--- config.mk ---
export PLATFORM = sky130hd
export DESIGN_NAME = pc_sequencer
export DESIGN_NICKNAME = d
export VERILOG_FILES = /design/src/rtl/pc_sequencer.sv
export SDC_FILE = /design/constraint.sdc
export NUM_CORES = 1
export LEC_CHECK = 0
export BUFFER_PORTS_ARGS = -buffer_cell sky130_fd_sc_hd__clkbuf_2
export CAP_MARGIN = 15
export CORE_MARGIN = 2
export CORE_UTILIZATION = 40
export CTS_CLUSTER_DIAMETER = 30
export DETAILED_ROUTE_END_ITERATION = 6
export SLEW_MARGIN = 20
export SYNTH_ARGS = -nofsm -noshare
export SYNTH_HDL_FRONTEND = slang
export SYNTH_SLANG_ARGS = --single-unit
--- constraint.sdc ---
create_clock -name clk -period 2.6 [get_ports clk]
set_input_delay 0.65 -clock clk [delete_from_list [all_inputs] [get_ports clk]]
set_output_delay 0.65 -clock clk [all_outputs]
set_load 0.01 [all_outputs]
--- src/rtl/pc_sequencer.sv ---
// Fetch-stage program counter with sequential stepping, redirects, trap vectoring,
// alignment checking and a circular return-address stack with sticky error flags.
module pc_sequencer #(
  parameter int              XLEN         = 32,
  parameter int              STEP         = 4,
  parameter logic [XLEN-1:0] RESET_VECTOR = '0,
  parameter logic [XLEN-1:0] TRAP_VECTOR  = 'h100,
  parameter int              RAS_DEPTH    = 4
) (
  input  logic                           clk,
  input  logic                           rst,
  input  logic                           enable,
  input  logic                           load,
  input  logic                           call,
  input  logic                           ret,
  input  logic                           trap,
  input  logic [XLEN-1:0]                addr,
  output logic [XLEN-1:0]                pc,
  output logic [$clog2(RAS_DEPTH+1)-1:0] ras_count,
  output logic                           misaligned,
  output logic                           ras_overflow,
  output logic                           ras_underflow
);

  localparam int              CW         = $clog2(RAS_DEPTH + 1);
  localparam int              PW         = $clog2(RAS_DEPTH);
  localparam logic [XLEN-1:0] STEP_V     = XLEN'(STEP);
  localparam logic [XLEN-1:0] ALIGN_MASK = XLEN'(STEP - 1);

  // Top-of-stack pointer wraps at RAS_DEPTH, which need not be a power of two
  function automatic logic [PW-1:0] ptr_inc(input logic [PW-1:0] p);
    return (p == PW'(RAS_DEPTH - 1)) ? '0 : p + 1'b1;
  endfunction

  function automatic logic [PW-1:0] ptr_dec(input logic [PW-1:0] p);
    return (p == '0) ? PW'(RAS_DEPTH - 1) : p - 1'b1;
  endfunction

  logic [XLEN-1:0] ras_mem [RAS_DEPTH];
  logic [PW-1:0]   top;
  logic [XLEN-1:0] seq_pc;
  logic [XLEN-1:0] pc_next;
  logic            misaligned_q;
  logic            bad_align;
  logic            ras_full;
  logic            do_trap;
  logic            do_load;
  logic            do_misalign;
  logic            do_push;
  logic            do_ret;
  logic            do_pop;
  logic            do_under;

  assign seq_pc      = pc + STEP_V;
  assign bad_align   = |(addr & ALIGN_MASK);
  assign ras_full    = (ras_count == CW'(RAS_DEPTH));
  assign do_trap     = enable & trap;
  assign do_load     = enable & ~trap & load;
  assign do_misalign = do_load & bad_align;
  assign do_push     = do_load & ~bad_align & call;
  assign do_ret      = enable & ~trap & ~load & ret;
  assign do_pop      = do_ret & (ras_count != '0);
  assign do_under    = do_ret & (ras_count == '0);

  always_comb begin
    pc_next = seq_pc;
    if (do_trap || do_misalign) pc_next = TRAP_VECTOR;
    else if (do_load)           pc_next = addr;
    else if (do_pop)            pc_next = ras_mem[top];
  end

  always_ff @(posedge clk or posedge rst) begin
    if (rst) begin
      pc            <= RESET_VECTOR;
      ras_count     <= '0;
      top           <= '0;
      misaligned_q  <= 1'b0;
      ras_overflow  <= 1'b0;
      ras_underflow <= 1'b0;
    end else begin
      misaligned_q <= do_misalign;
      if (enable) begin
        pc <= pc_next;
        if (do_push) begin
          top <= ptr_inc(top);
          if (ras_full) ras_overflow <= 1'b1;
          else          ras_count    <= ras_count + 1'b1;
        end else if (do_pop) begin
          top       <= ptr_dec(top);
          ras_count <= ras_count - 1'b1;
        end
        if (do_under) ras_underflow <= 1'b1;
      end
    end
  end

  // Stack storage carries no reset; a push when full overwrites the oldest slot
  always_ff @(posedge clk) begin
    if (do_push) ras_mem[ptr_inc(top)] <= seq_pc;
  end

  // The pulse is masked while stalled so a held cycle never shows a stale flag
  assign misaligned = misaligned_q & enable;

endmodule

==> flow_metrics.env <==
export IMPL_worstPathArrival_ns=2.70
export IMPL_drive_above_1_share_pct=31.0
export IMPL_worst_slew_pin_slew_ns=0.837
export IMPL_async_reset_ff_share_pct=23.8
export IMPL_grt_max_degree=34
export IMPL_synthDistinctLibCells=61
export IMPL_crit_required_ns=2.92
export IMPL_die_x_um=143
export IMPL_core_um2=18800
export IMPL_routed_wl_mm=19.7
export IMPL_period_share_pct=91.4
export IMPL_cts_max_level=4
export IMPL_cts_root_buffer="clkbuf_16"
export IMPL_hold_path_class="in -> async"
export IMPL_fmax_ghz=0.421
export IMPL_synth_top_cells_by_count="edfxtp_1, dfrtp_1, mux4_2, nand2_1, o21ai_0"
export IMPL_leakagePower_nw=3.30
export IMPL_postCtsSetupBuffers=0
export IMPL_synth_area_leaders="edfxtp_1, dfrtp_1, mux4_2"
export IMPL_syn_area_per_cell_um2=14.6
export IMPL_dp_hpwl_mm=13.1
export IMPL_cp_num_buf_inv=0
export IMPL_initial_core_util_pct=41.0
export IMPL_skew_ns=0.0101
export IMPL_max_vdd_ir_drop_uv=525
export IMPL_pin_count=77
export IMPL_clk_latency_ns=0.43
export IMPL_cts_sinks=168
export IMPL_synthCells=528
export IMPL_syn_area_um2=7700
export IMPL_grt_pass1_vias=5173
export IMPL_crit_type="reg -> reg"
export IMPL_area_growth_pct=17.4
export IMPL_wire_per_inst_um=22.7
export IMPL_outcome="complete, no violations"
export IMPL_rrSetupSlack_ns=0.22
export IMPL_numPortBuffers=76
export IMPL_vias=5102
export IMPL_drt_initial_drc_count=351
export IMPL_ant_nets=0
export IMPL_synth_edf_count=128
export IMPL_nets=667
export IMPL_overflow=0
export IMPL_period_needed_ns=2.38
export IMPL_ys_warn_count=0
export IMPL_ys_seq_area_share_pct=62.9
export IMPL_cts_buffer_depth=2
export IMPL_synth_top_area_share_pct=49.9
export IMPL_firstDrtPassIters=7
export IMPL_relSlewSlack_pct=44.1
export IMPL_crit_chain="nand4_1, or4_4, or4_4, xnor2_2, a31o_1"
export IMPL_slowest_stage="or4_4"
export IMPL_antenna_found_initial=0
export IMPL_via_per_inst=5.88
export IMPL_cap_violations=0
export IMPL_grtUsageMet1_pct=27.7
export IMPL_diodes=0
export IMPL_power_mw=7.08
export IMPL_cts_clk_slew_worst_paths_ns=0.07
export IMPL_crit_path_max_fanout=7
export IMPL_yosysTopAreaCell="edfxtp_1"
export IMPL_cp_end_kind="flop"
export IMPL_power_density_nw_per_um2=784
export IMPL_finalSetupTns_ns=0
export IMPL_crit_family="simple AND/OR/NAND/NOR gates"
export IMPL_path_common_cell="or4_4"
export IMPL_synth_nets=575
export IMPL_die_h_um=143
export IMPL_dieArea_um2=20400
export IMPL_cts_hold_buf=0
export IMPL_startpoint_type="flop"
export IMPL_grt_pass1_wl_mm=30.1
export IMPL_yosysMostFrequentCell="edfxtp_1"
export IMPL_met2_usage_pct=32.5
export IMPL_hold_viol_final=0
export IMPL_rows=50
export IMPL_slowest_delay_ns=0.55
export IMPL_grtUsageMet3_pct=4.76
export IMPL_cts_buffers=17
export IMPL_grtUsageTotal_pct=20.2
export IMPL_synth_flop_cell="edfxtp_1"
export IMPL_fillerInstances=1668
export IMPL_busiest_layer="met2"
export IMPL_remaining_drc_errors=0
export IMPL_maxSlewViolCount=0
export IMPL_cts_tree="done"
export IMPL_gp_congestion=0.891
export IMPL_setup_violations_final=0
export IMPL_rsz0062_at_grt="false"
export IMPL_ys_seq_elements=168
export IMPL_cts_resized=0
==> layout by cell type, fill, tap and decap left out, drive strengths merged, types with 9 or more instances in the layout <==
master,Yosys,final
dfrtp,40,40
nand3,13,13
clkbuf,14,94
buf,15,26
nor2,12,12
mux4,32,32
nor3,10,10
nand2,32,32
and2,9,9
o221a,9,9
inv,27,30
xnor2,20,20
o2bb2ai,9,9
o221ai,20,20
a21oi,15,15
edfxtp,128,128
o21ai,30,30
==> per-layer routing <==
metal | up-vias | part of all wire [%]
met2 | 151 | 48
met4 | 0 | 1.1
met5 | - | 0
met3 | 15 | 5.7
met1 | 2659 | 45
li1 | 2277 | -
==> logic make-up after synthesis <==
group,share of synthesized area [%]
mux,9.49
buf+inv,3.41
simple gates,8.71
fa+ha+maj,1.40
xor+xnor,2.60
compound gates,11.4
flops,62.9
==> cell type report <==
type	count	area, um^2	share of cell area (%)
clock buffers	18	429	4.75
clock inverters	14	174	1.93
inverters	27	101	1.12
multi-input cells	304	2590	28.7
flip-flops and latches	168	4850	53.6
well taps	234	293	3.24
repair buffers	102	601	6.65
==> power breakdown <==
part	switching (mW)	internal (mW)	leakage (nW)	total [mW]
Combinational	0.660	0.683	1.32	1.34
Clock	1.06	1.52	0.273	2.58
Sequential	0.174	2.98	1.71	3.16
==> worst reg2reg max path, delay by kind of cell, from the launching register on <==
| kind | cells | cell delay, ns |
|---|---|---|
| xor+xnor | 1 | 0.19 |
| simple gates | 3 | 1.31 |
| compound gates | 1 | 0.24 |
| flops | 1 | 0.53 |
==> worst paths after layout <==
path	cells past startpoint	startpoint	to
max in group asynchronous	3	rst	pc[19]
setup / recovery	5	pc[18]	pc[30]
hold reg to reg	1	ras_overflow	ras_overflow
min in group clk	1	ras_overflow	ras_overflow
hold / removal	2	rst	ras_overflow
setup reg to reg	5	pc[18]	pc[30]
==> flip-flops by register name, indices dropped and copies added (netlist names) <==
| name | flops |
|---|---|
| misaligned_q | 1 |
| ras_underflow | 1 |
| ras_count | 3 |
| ras_overflow | 1 |
| pc | 32 |
| ras_mem | 128 |
| top | 2 |
==> stage by stage <==
stage	util, %	setup slack, ns	std cells	hold WS [ns]	cell area [um^2]
6_report	48.1	0.225	867	0.360	9030
3_5_place_dp	44.9	0.180	834	0.459	8420
5_1_grt	48.1	0.158	867	0.400	9030
2_1_floorplan	-	0.0335	528	0.498	7700
4_1_cts	48.1	0.153	866	0.383	9030
3_3_place_gp	44.9	0.188	834	0.455	8420
(Power assumes the default switching activity.)
